$ cat config.mk
export PLATFORM = sky130hd
export DESIGN_NAME = switch_input_queues
export DESIGN_NICKNAME = d
export VERILOG_FILES = /design/src/rtl/switch_iq_pkg.sv /design/src/rtl/switch_iq_fifo.sv /design/src/rtl/switch_input_queues.sv
export SDC_FILE = /design/constraint.sdc
export NUM_CORES = 1
export LEC_CHECK = 0
export ABC_CLOCK_PERIOD_IN_PS = 9100
export BUFFER_PORTS_ARGS = -buffer_cell sky130_fd_sc_hd__buf_2
export CAP_MARGIN = 20
export CORE_ASPECT_RATIO = 1.75
export CORE_UTILIZATION = 60
export CTS_CLUSTER_DIAMETER = 30
export DETAILED_ROUTE_END_ITERATION = 10
export PLACE_DENSITY = 0.77
export SYNTH_ARGS = -nofsm -noshare
export SYNTH_HDL_FRONTEND = slang
export SYNTH_SLANG_ARGS = --single-unit
$ cat constraint.sdc
create_clock -name clock -period 9.1 [get_ports clock]
set_clock_uncertainty 0.15 [all_clocks]
set_input_delay 1.365 -clock clock [delete_from_list [all_inputs] [get_ports clock]]
set_output_delay 1.365 -clock clock [all_outputs]
set_load 0.02 [all_outputs]
$ cat src/rtl/switch_iq_pkg.sv
// Shared constants and types for the switch input-queue stage.
package switch_iq_pkg;

  localparam int unsigned NUM_PORTS_DEF = 4;
  localparam int unsigned DATA_W_DEF    = 32;
  localparam int unsigned DEPTH_DEF     = 8;
  localparam int unsigned STAT_W        = 16;
  localparam int unsigned PORT_IDX_W    = $clog2(NUM_PORTS_DEF);
  localparam int unsigned FIFO_CNT_W    = $clog2(DEPTH_DEF) + 1;

  typedef logic [PORT_IDX_W-1:0] port_idx_t;
  typedef logic [FIFO_CNT_W-1:0] fifo_cnt_t;

endpackage

$ cat src/rtl/switch_iq_fifo.sv
// Single-clock FIFO with registered count and a combinational head word.
module switch_iq_fifo #(
  parameter  int unsigned DATA_W = 32,
  parameter  int unsigned DEPTH  = 8,
  localparam int unsigned PTR_W  = $clog2(DEPTH),
  localparam int unsigned CNT_W  = PTR_W + 1
) (
  input  logic              clock,
  input  logic              reset,
  input  logic              push_i,
  input  logic [DATA_W-1:0] wdata_i,
  input  logic              pop_i,
  output logic [DATA_W-1:0] head_c_o,
  output logic              full_c_o,
  output logic              empty_c_o,
  output logic [CNT_W-1:0]  count_o
);

  logic [DATA_W-1:0] mem_q [DEPTH];
  logic [PTR_W-1:0]  wr_ptr_q, wr_ptr_d;
  logic [PTR_W-1:0]  rd_ptr_q, rd_ptr_d;
  logic [CNT_W-1:0]  cnt_q, cnt_d;
  logic              do_push;
  logic              do_pop;

  assign full_c_o  = (cnt_q == CNT_W'(DEPTH));
  assign empty_c_o = (cnt_q == '0);
  assign do_push   = push_i && !full_c_o;
  assign do_pop    = pop_i && !empty_c_o;
  assign head_c_o  = mem_q[rd_ptr_q];
  assign count_o   = cnt_q;

  // Pointers wrap naturally; count only moves on an unbalanced push/pop.
  always_comb begin
    wr_ptr_d = wr_ptr_q;
    rd_ptr_d = rd_ptr_q;
    cnt_d    = cnt_q;
    if (do_push) wr_ptr_d = wr_ptr_q + PTR_W'(1);
    if (do_pop)  rd_ptr_d = rd_ptr_q + PTR_W'(1);
    case ({do_push, do_pop})
      2'b10:   cnt_d = cnt_q + CNT_W'(1);
      2'b01:   cnt_d = cnt_q - CNT_W'(1);
      default: cnt_d = cnt_q;
    endcase
  end

  always_ff @(posedge clock) begin
    if (reset) begin
      wr_ptr_q <= '0;
      rd_ptr_q <= '0;
      cnt_q    <= '0;
    end else begin
      wr_ptr_q <= wr_ptr_d;
      rd_ptr_q <= rd_ptr_d;
      cnt_q    <= cnt_d;
    end
  end

  always_ff @(posedge clock) begin
    if (do_push) mem_q[wr_ptr_q] <= wdata_i;
  end

endmodule

$ cat src/rtl/switch_input_queues.sv
// Per-source input FIFOs feeding a round-robin arbiter; the granted head is
// registered onto one valid/ready output. Optional statistics: IQ_STATS_EN.
module switch_input_queues
  import switch_iq_pkg::*;
#(
  parameter  int unsigned NUM_PORTS = NUM_PORTS_DEF,
  parameter  int unsigned DATA_W    = DATA_W_DEF,
  parameter  int unsigned DEPTH     = DEPTH_DEF,
  localparam int unsigned SRC_W     = $clog2(NUM_PORTS),
  localparam int unsigned CNT_W     = $clog2(DEPTH) + 1
) (
  input  logic                        clock,
  input  logic                        reset,
  input  logic [NUM_PORTS-1:0]        in_valid,
  output logic [NUM_PORTS-1:0]        in_ready,
  input  logic [NUM_PORTS*DATA_W-1:0] in_data,
  output logic [NUM_PORTS-1:0]        request,
  input  logic [NUM_PORTS-1:0]        grant,
  output logic                        out_valid,
  output logic [DATA_W-1:0]           out_data,
  output logic [SRC_W-1:0]            out_src,
  input  logic                        out_ready
`ifdef IQ_STATS_EN
  ,
  output logic [NUM_PORTS*STAT_W-1:0] stat_pop_cnt,
  output logic                        stat_bad_grant
`endif
);

  logic [DATA_W-1:0]    head     [NUM_PORTS];
  logic [CNT_W-1:0]     fifo_cnt [NUM_PORTS];
  logic [NUM_PORTS-1:0] full;
  logic [NUM_PORTS-1:0] empty;
  logic [NUM_PORTS-1:0] pop;
  logic [NUM_PORTS-1:0] grant_vld;
  logic [SRC_W-1:0]     pop_idx;
  logic                 any_pop;
  logic                 out_can_accept;

  logic                 out_valid_q, out_valid_d;
  logic [DATA_W-1:0]    out_data_q,  out_data_d;
  logic [SRC_W-1:0]     out_src_q,   out_src_d;

  for (genvar g = 0; g < NUM_PORTS; g++) begin : g_fifo
    switch_iq_fifo #(
      .DATA_W (DATA_W),
      .DEPTH  (DEPTH)
    ) u_fifo (
      .clock     (clock),
      .reset     (reset),
      .push_i    (in_valid[g] && in_ready[g]),
      .wdata_i   (in_data[g*DATA_W +: DATA_W]),
      .pop_i     (pop[g]),
      .head_c_o  (head[g]),
      .full_c_o  (full[g]),
      .empty_c_o (empty[g]),
      .count_o   (fifo_cnt[g])
    );
  end

  // Requests are withheld while the output register is stalled, so the
  // arbiter never issues a grant that does not turn into a pop.
  assign out_can_accept = !out_valid_q || out_ready;
  assign in_ready       = ~full & {NUM_PORTS{!reset}};
  assign request        = ~empty & {NUM_PORTS{out_can_accept && !reset}};

  // Honour only the lowest-index grant bit that matches a live request.
  always_comb begin
    grant_vld = grant & request;
    pop       = '0;
    pop_idx   = '0;
    any_pop   = 1'b0;
    for (int i = NUM_PORTS - 1; i >= 0; i--) begin
      if (grant_vld[i]) begin
        pop     = '0;
        pop[i]  = 1'b1;
        pop_idx = SRC_W'(i);
        any_pop = 1'b1;
      end
    end
  end

  always_comb begin
    out_valid_d = out_valid_q;
    out_data_d  = out_data_q;
    out_src_d   = out_src_q;
    if (any_pop) begin
      out_valid_d = 1'b1;
      out_data_d  = head[pop_idx];
      out_src_d   = pop_idx;
    end else if (out_ready) begin
      out_valid_d = 1'b0;
    end
  end

  always_ff @(posedge clock) begin
    if (reset) begin
      out_valid_q <= 1'b0;
      out_data_q  <= '0;
      out_src_q   <= '0;
    end else begin
      out_valid_q <= out_valid_d;
      out_data_q  <= out_data_d;
      out_src_q   <= out_src_d;
    end
  end

  assign out_valid = out_valid_q;
  assign out_data  = out_data_q;
  assign out_src   = out_src_q;

  always_ff @(posedge clock) begin
    if (!reset) begin
      for (int i = 0; i < NUM_PORTS; i++) begin
        assert (fifo_cnt[i] <= CNT_W'(DEPTH));
      end
    end
  end

`ifdef IQ_STATS_EN
  logic [STAT_W-1:0] stat_cnt_q [NUM_PORTS];
  logic [STAT_W-1:0] stat_cnt_d [NUM_PORTS];
  logic              bad_grant_q, bad_grant_d;

  // Saturating pop counters and a sticky flag for malformed grants.
  always_comb begin
    bad_grant_d = bad_grant_q
                  || ((grant & ~request) != '0)
                  || ((grant & (grant - NUM_PORTS'(1))) != '0);
    for (int i = 0; i < NUM_PORTS; i++) begin
      stat_cnt_d[i] = stat_cnt_q[i];
      if (pop[i] && (stat_cnt_q[i] != '1)) stat_cnt_d[i] = stat_cnt_q[i] + STAT_W'(1);
    end
  end

  always_ff @(posedge clock) begin
    if (reset) begin
      bad_grant_q <= 1'b0;
      for (int i = 0; i < NUM_PORTS; i++) stat_cnt_q[i] <= '0;
    end else begin
      bad_grant_q <= bad_grant_d;
      for (int i = 0; i < NUM_PORTS; i++) stat_cnt_q[i] <= stat_cnt_d[i];
    end
  end

  for (genvar g = 0; g < NUM_PORTS; g++) begin : g_stat
    assign stat_pop_cnt[g*STAT_W +: STAT_W] = stat_cnt_q[g];
  end
  assign stat_bad_grant = bad_grant_q;
`endif

endmodule
==> results of run 1 <==
[cells in the mapped netlist (29+ instances only)]
cell type / count
o211ai_1: 32
a221oi_2: 29
nor2_1: 67
a221oi_1: 60
mux4_2: 198
mux2i_1: 188
edfxtp_1: 1024
buf_2: 41
dfxtp_1: 87
o21ai_0: 41
nor2b_1: 63
a21oi_1: 59
clkbuf_1: 60
mux2_2: 32
[state kept, by name (all words and copies together) (netlist names), named ones only]
| signal | cells |
|---|---|
| g_fifo.u_fifo.rd_ptr_q | 12 |
| g_fifo.u_fifo.wr_ptr_q | 12 |
| g_fifo.u_fifo.count_o | 16 |
| g_fifo.u_fifo.mem_q | 1024 |
| out_valid | 1 |
| out_data | 32 |
| out_src | 2 |
[worst min path at each step]
| stage | from | to | slack (ns) | depth (start not counted) |
|---|---|---|---|---|
| after floorplan | g_fifo[0].u_fifo.wr_ptr_q[0] | g_fifo[0].u_fifo.wr_ptr_q[0] | 0.31 | 2 |
| final | g_fifo[2].u_fifo.wr_ptr_q[0] | g_fifo[2].u_fifo.wr_ptr_q[0] | 0.35 | 2 |
| after global routing | out_src[1] | out_src[1] | 0.36 | 2 |
| after CTS | out_src[1] | out_src[1] | 0.35 | 2 |
| after detailed placement | out_src[1] | out_src[1] | 0.34 | 2 |
| after global placement | g_fifo[0].u_fifo.wr_ptr_q[0] | g_fifo[0].u_fifo.wr_ptr_q[0] | 0.32 | 2 |
[cell families (layout without fill, tap and decap cells)]
| family | Yosys count | in the layout |
|---|---|---|
| adders and majority gates | 22 | 22 |
| buffers and inverters | 132 | 478 |
| muxes | 420 | 420 |
| xor gates and xnor gates | 26 | 26 |
| AOI/OAI and AO/OA | 233 | 233 |
| and+or+nand+nor | 216 | 216 |
| other | 0 | 7 |
| DFF | 1111 | 1111 |
[where the power goes]
part | switching [mW] | leakage, nW | internal, mW
clock network | 2.13 | 2.12 | 3.10
logic | 0.561 | 3.88 | 0.271
registers | 0.0560 | 9.96 | 5.68
total | 2.74 | 16.0 | 9.05
[final cells by class]
| class | count | area (sq um) |
|---|---|---|
| antenna | 7 | 17.5 |
| clock buffer | 146 | 3450 |
| clock inverter | 91 | 962 |
| fill | 4305 | 21500 |
| inverter | 10 | 37.5 |
| multi-input combinational | 917 | 10500 |
| sequential | 1111 | 32500 |
| tap | 924 | 1160 |
| timing repair buffer | 231 | 1510 |
[layer usage]
layer | share of wire, % | vias up
met5 | 0.062 | -
met4 | 5.8 | 12
met3 | 8.0 | 239
met2 | 52 | 913
met1 | 35 | 11500
li1 | - | 9405
[tightest hold or removal path, stage by stage, from the launching register on]
cell	delay, ns
dfxtp_1	0.33
nand2_1	0.06
a21oi_1	0.06
[per-stage QoR]
| step | utilization, % | setup WS (ns) | hold WS (ns) |
|---|---|---|---|
| 6_report | 70.0 | 3.97 | 0.351 |
| 4_1_cts | 69.9 | 4.03 | 0.353 |
| 5_1_grt | 70.0 | 3.92 | 0.358 |
| 2_1_floorplan | - | 3.63 | 0.312 |
| 3_5_place_dp | 63.8 | 4.03 | 0.340 |
| 3_3_place_gp | 63.3 | 4.09 | 0.320 |
==> Implementation_results.wiki, run 1 <==
{| class="wikitable"
! Metric !! Value
|-
| Outcome || finished clean
|-
| Worst path bufs/invs || 4
|-
| CTS Hold Buffers Added || 0
|-
| Worst reg2reg startpoint || g_fifo[0].u_fifo.count_o[0]
|-
| Total Neg Setup Slack || 0 ns
|-
| Met2 GRT Util || 47.8%
|-
| DIE AREA || 73,300 sq um
|-
| Net count after synthesis || 2,321
|-
| Height of the die || 357 um
|-
| Final weighted congestion of routability-driven global placement || 0.873
|-
| Setup crit end kind || output port
|-
| CTS clock-pin slew for the worst setup and hold paths || 0.06 ns
|-
| Post-synthesis sequential area ratio || 75.0%
|-
| Number of cells in the design after placement || 3,191
|-
| Met1 capacity usage during global routing || 34.0%
|-
| Via total after detailed routing || 22,000
|-
| Synth Area in Simple Gates || 2.59%
|-
| Max-slew violation count || 0
|-
| Post-synth ARST share || 0%
|-
| Slew of the pin with the lowest slew margin || 1.09 ns
|-
| Number of sinks handled by clock tree synthesis || 1,111
|-
| Power Dens Cells || 235 nW/um^2
|-
| Setup repair after global routing missed its margin || no
|-
| Stages on the worst setup path || 6
|-
| Combined global-route utilization of all metal layers || 28.5%
|-
| Number of violations reported at the end of detailed-routing iteration 0 || 2,264
|-
| Commonest cells after routing, fill and taps aside || 1,024 x edfxtp_1, 198 x mux4_2, 188 x mux2i_1
|-
| End point of the critical path || request[3]
|-
| Number of buffers inserted to repair setup after CTS || 0
|-
| Maximum number of pins on one net before global-route repair || 70
|-
| Adder-cell area share of the yosys netlist || 0.670%
|-
| Mapped Area || 43,300 sq um
|-
| Clock tree from TritonCTS || done
|-
| Launching instance or port of the critical path || reset
|-
| HPWL after detailed placement || 63,300 um
|-
| Most area-consuming cells after synthesis || edfxtp_1 71%, mux4_2 10%, mux2i_1 4.3%
|-
| Buffers added on ports || 181
|-
| GRT busiest layer || met2
|-
| Count of final hold-check violations || 0
|-
| Instance area at placement || 45,600 sq um
|-
| Number of search-and-repair iterations in the first detailed-routing pass || 5
|-
| Highest attainable clock frequency || 0.195 GHz
|-
| Highest-delay cell along the critical path || buf_4
|-
| Type of the most critical hold path || reg -> reg
|-
| Gates resized, CTS repair || 0
|-
| Main combinational cell family by area after synthesis || multiplexers
|-
| Number of max-cap violations || 0
|-
| CP cell instances || buf_4, buf_4, inv_1, nand2_1, a21oi_1, buf_2
|-
| Num CTS Buffers || 131
|-
| Final-stage net count || 2,563
|-
| Initial core utilization || 60.5%
|-
| Chip width || 205 um
|-
| Worst reg2reg endpoint || g_fifo[2].u_fifo.count_o[2]
|-
| Avg Inst Size Synth || 20.1 sq um
|-
| Final critical delay including setup and external delays || 5.13 ns
|-
| Largest delay contributor family on the critical path || buffers and inverters
|-
| WP data arrival || 3.61 ns
|-
| CP peak stage delay || 0.68 ns
|-
| Via-per-instance ratio || 6.41
|-
| Proportion of netlist area held by the largest area contributor || 71.0%
|-
| Class of the most critical setup path || in -> out
|-
| Antenna violations before repair || 17
|-
| Total I/O pin count || 182
|-
| Average detailed-routed wire length per instance || 29.5 um
|-
| Layout cells sized above 1 || 30.6%
|-
| Root cell of the clock tree || clkbuf_16
|-
| Slew HR || 26.4%
|-
| Aggregate global routing overflow || 0
|-
| Worst Reg-to-Reg Cells || 11
|-
| Most common cell after layout, fill and taps aside || edfxtp_1
|-
| Startpoint Class || input pin
|-
| Number of synthesized register bits || 1,111
|-
| Number of cells in the finished layout apart from fillers || 3,437
|-
| Clock latency on the worst-skew pair || 0.72 ns
|-
| Met3 GRT Util || 6.53%
|-
| Worst supply voltage drop on vdd || 0.225 mV
|-
| Xor-xnor portion of the synthesized cell area || 0.526%
|-
| Required time of the worst setup path || 7.59 ns
|-
| Number of flops mapped to enable cells by yosys || 1,024
|-
| Routed wire length || 101,000 um
|-
| Final setup violation count || 0
|-
| Dominant synthesized flop cell || edfxtp_1
|-
| Fraction of synthesized area in multiplexers || 15.5%
|-
| Synth warn || 0
|-
| Minimum setup slack among reg-to-reg paths || 5.18 ns
|-
| Antenna violation net count after detailed routing || 0
|-
| Cell variety after synth || 44
|-
| Maximum fanout along the worst path || 56
|-
| Clk buf depth || 3
|-
| Wire length of the first global-routing pass || 148,000 um
|-
| Core region area || 71,600 sq um
|-
| Area growth from synthesis to layout || 15.7%
|-
| Total number of H-tree levels || 4
|-
| Most common cell type on the critical path || buf_4
|-
| # rows || 130
|-
| Vias in the first global route || 22,900
|-
| Compound-gate portion of the synthesized area || 4.25%
|-
| Gate Count Post-Synth || 2,160
|-
| Final worst path period share || 56.3%
|-
| Residual DRC || 0
|-
| Total Power Consumption || 11.8 mW
|-
| Synth area leader || edfxtp_1
|-
| Standby leakage power || 16.0 nW
|-
| Final Instance Area || 50,100 sq um
|}
Power figures use the tool's default switching activity.
==> inputs of run 2 (changes only) <==
--- a/config.mk
+++ b/config.mk
@@ -5,7 +5,8 @@
 export SDC_FILE = /design/constraint.sdc
 export NUM_CORES = 1
 export LEC_CHECK = 0
-export ABC_CLOCK_PERIOD_IN_PS = 9100
+export ABC_AREA = 1
+export ABC_CLOCK_PERIOD_IN_PS = 5180
 export BUFFER_PORTS_ARGS = -buffer_cell sky130_fd_sc_hd__buf_2
 export CAP_MARGIN = 20
 export CORE_ASPECT_RATIO = 1.75
==> constraint.sdc (replaced) <==
create_clock -name clock -period 5.18 [get_ports clock]
set_clock_uncertainty 0.15 [all_clocks]
set_input_delay 0.777 -clock clock [delete_from_list [all_inputs] [get_ports clock]]
set_output_delay 0.777 -clock clock [all_outputs]
set_load 0.02 [all_outputs]
==> Implementation_results.wiki, run 2 <==
{| class="wikitable"
! Metric !! Value
|-
| Commonest cells post-synth || 1,423 x nand2_1, 1,024 x edfxtp_1, 542 x nand3_1, 486 x inv_1, 305 x nor2_1
|-
| Core region area || 77,200 sq um (+7.9%)
|-
| Combined global-route utilization of all metal layers || 31.0% (+2.5 points)
|-
| CTS Hold Buffers Added || 0 (unchanged)
|-
| Number of search-and-repair iterations in the first detailed-routing pass || 6 (+1)
|-
| Setup repair after global routing missed its margin || no
|-
| Destination of the worst hold path || g_fifo[2].u_fifo.mem_q[0][7]
|-
| Net count after synthesis || 4,640 (+100%)
|-
| # rows || 135 (+3.8%)
|-
| Largest delay contributor family on the critical path || buffers and inverters
|-
| Wire length of the first global-routing pass || 181,000 um (+22%)
|-
| Total Power Consumption || 21.9 mW (+86%)
|-
| Maximum number of pins on one net before global-route repair || 79 (+13%)
|-
| Type of the most critical hold path || in -> reg
|-
| Number of buffers inserted to repair setup after CTS || 0 (unchanged)
|-
| Total I/O pin count || 182 (unchanged)
|-
| Class of the most critical setup path || reg -> reg
|-
| Initial core utilization || 60.5% (about the same)
|-
| Post-synth ARST share || 0% (unchanged)
|-
| Final setup margin || 1.44 ns (-2.54 ns)
|-
| Outcome || finished clean
|-
| Worst reg2reg endpoint || out_data[22]
|-
| CP cell instances || clkinv_2, buf_4, nand2_1, nand3_1, nand3_1, nand2_1, nand2_1, nand3_1, nand2_1, a21oi_1
|-
| CTS clock-pin slew for the worst setup and hold paths || 0.07 ns (about the same)
|-
| WP data arrival || 4.16 ns (+0.55 ns)
|-
| Power Dens Cells || 409 nW/um^2 (+74%)
|-
| Slew HR || 26.4% (about the same)
|-
| Root cell of the clock tree || clkbuf_16
|-
| Chip width || 213 um (+3.8%)
|-
| Highest-delay cell along the critical path || clkinv_2
|-
| Height of the die || 371 um (+3.8%)
|-
| Area growth from synthesis to layout || 14.5%
|-
| Most used standard cell by instance count after synthesis || nand2_1
|-
| Final Instance Area || 53,500 sq um (+6.8%)
|-
| Commonest cells after routing, fill and taps aside || 1,423 x nand2_1, 1,024 x edfxtp_1, 542 x nand3_1
|-
| Dominant synthesized flop cell || edfxtp_1
|-
| Minimum setup slack among reg-to-reg paths || 1.44 ns (-3.74 ns)
|-
| Highest attainable clock frequency || 0.267 GHz
|-
| Count of final hold-check violations || 0 (unchanged)
|-
| Aggregate global routing overflow || 0 (unchanged)
|-
| Startpoint Class || flip-flop
|-
| Worst supply voltage drop on vdd || 0.317 mV (+41%)
|-
| Maximum fanout along the worst path || 65 (+16%)
|-
| Average detailed-routed wire length per instance || 20.9 um (-29%)
|-
| Total number of H-tree levels || 4 (unchanged)
|-
| Final setup violation count || 0 (unchanged)
|-
| Max-slew violation count || 0 (unchanged)
|-
| Residual DRC || 0 (unchanged)
|-
| Minimum setup slack after placement || 1.28 ns (-2.76 ns)
|-
| Most common cell after layout, fill and taps aside || nand2_1
|-
| DIE AREA || 79,000 sq um (+7.8%)
|-
| Layout cells sized above 1 || 11.1% (-19 points)
|-
| Buffers added on ports || 181 (unchanged)
|-
| Clk buf depth || 3 (unchanged)
|-
| Slew of the pin with the lowest slew margin || 1.10 ns (+0.0116 ns)
|-
| Antenna violation net count after detailed routing || 0 (unchanged)
|-
| Register ranked first by flip-flop count || g_fifo.u_fifo.mem_q
|-
| Synth area leader || edfxtp_1
|-
| Antenna violations before repair || 16 (-1)
|-
| Combined flip-flop and latch cell area || 32,500 sq um (about the same)
|-
| Cell variety after synth || 32 (-27%)
|-
| Avg Inst Size Synth || 10.4 sq um (-48%)
|-
| Post-synthesis sequential area ratio || 69.5% (-5.5 points)
|-
| Mapped Area || 46,700 sq um (+7.9%)
|-
| Number of violations reported at the end of detailed-routing iteration 0 || 3,473 (+53%)
|-
| Proportion of netlist area held by the largest area contributor || 65.8% (-5.2 points)
|-
| Number of max-cap violations || 0 (unchanged)
|-
| Final critical delay including setup and external delays || 3.74 ns
|-
| Clock latency on the worst-skew pair || 0.72 ns (about the same)
|-
| Setup crit end kind || flip-flop
|-
| Number of synthesized register bits || 1,111 (unchanged)
|-
| Gates resized, CTS repair || 0 (unchanged)
|-
| Flip-flop count of the largest register, all copies and words added || 1,024 (unchanged)
|-
| Num CTS Buffers || 133 (+1.5%)
|-
| Synth warn || 0 (unchanged)
|-
| Final worst path period share || 72.2%
|-
| Most common cell type on the critical path || nand2_1
|-
| Post-layout utilization of the core || 69.3% (-0.70 points)
|-
| CP peak stage delay || 0.93 ns (+0.25 ns)
|-
| Total Neg Setup Slack || 0 ns (unchanged)
|-
| Vias in the first global route || 31,500 (+38%)
|-
| Worst Reg-to-Reg Cells || 10 (-1)
|-
| Routed wire length || 121,000 um (+19%)
|-
| Instance area at placement || 48,800 sq um (+7.0%)
|-
| Gate Count Post-Synth || 4,479 (+110%)
|-
| Final-stage net count || 4,788 (+87%)
|-
| Number of flops mapped to enable cells by yosys || 1,024 (unchanged)
|-
| Via total after detailed routing || 32,600 (+48%)
|-
| Launch point of the worst hold path || in_data[71]
|-
| Number of sinks handled by clock tree synthesis || 1,111 (unchanged)
|-
| Fill cell count || 5,319 (+24%)
|-
| HPWL after detailed placement || 74,000 um (+17%)
|-
| Most area-consuming cells after synthesis || edfxtp_1 66%, nand2_1 11%, nand3_1 5.8%
|-
| Via-per-instance ratio || 5.65 (-12%)
|-
| Area occupied by multi-input gates || 11,600 sq um (+11%)
|-
| Clock tree from TritonCTS || done
|-
| Required time of the worst setup path || 5.60 ns (-1.99 ns)
|-
| Worst path bufs/invs || 2 (-2)
|-
| Standby leakage power || 21.7 nW (+36%)
|-
| Final weighted congestion of routability-driven global placement || 0.930 (+6.5%)
|-
| Instance count along the most critical hold path || 1 (-1)
|}
run 2: power breakdown:
group          switching, mW  internal [mW]  leakage, nW
Combinational           1.81          0.669         9.63
Clock                   3.75           5.46         2.11
Sequential             0.208           10.0         9.97
Total                   5.78           16.1         21.7
run 2: kinds of logic after synthesis:
kind of cell / synth area share (%)
AND/OR/NAND/NOR: 20.0
adder cells (fa/ha/maj): 0.621
AO/OA/AOI/OAI: 3.56
flip-flops: 69.5
XOR/XNOR: 0.169
buffers and inverters: 6.12
run 2: area by class of cell:
class | instances | share of cell area (%)
Timing Repair Buffer | 245 | 3.37
Inverter | 494 | 3.47
Clock inverter | 87 | 1.60
Antenna cell | 7 | 0.0327
Clock buffer | 155 | 6.65
Tap cell | 1027 | 2.40
Sequential cell | 1111 | 60.8
Multi-Input combinational cell | 2642 | 21.7
run 2: layer usage:
metal	part of all wire [%]	vias up	track usage, %
li1	-	15100	-
met1	35	15500	36.7
met2	50	1566	51.7
met3	9.5	336	7.42
met4	5.4	20	17.1
met5	0.11	-	0
run 2: how the worst max path moves through the flow:
stage / startpoint / depth (start not counted) / endpoint
finish: flip-flop / 10 / out_data[22]
global route: flip-flop / 14 / out_data[30]
CTS: flip-flop / 10 / out_data[22]
detailed placement: reset / 13 / g_fifo[3].u_fifo.count_o[3]
global placement: reset / 13 / g_fifo[3].u_fifo.count_o[3]
floorplan: reset / 6 / g_fifo[2].u_fifo.mem_q[0][0]
run 2: metrics by stage:
step                hold WS, ns  std cells
global placement          0.279       5491
floorplan                 0.262       4479
finish                    0.168       5768
CTS                       0.131       5751
global route              0.154       5763
detailed placement        0.287       5509
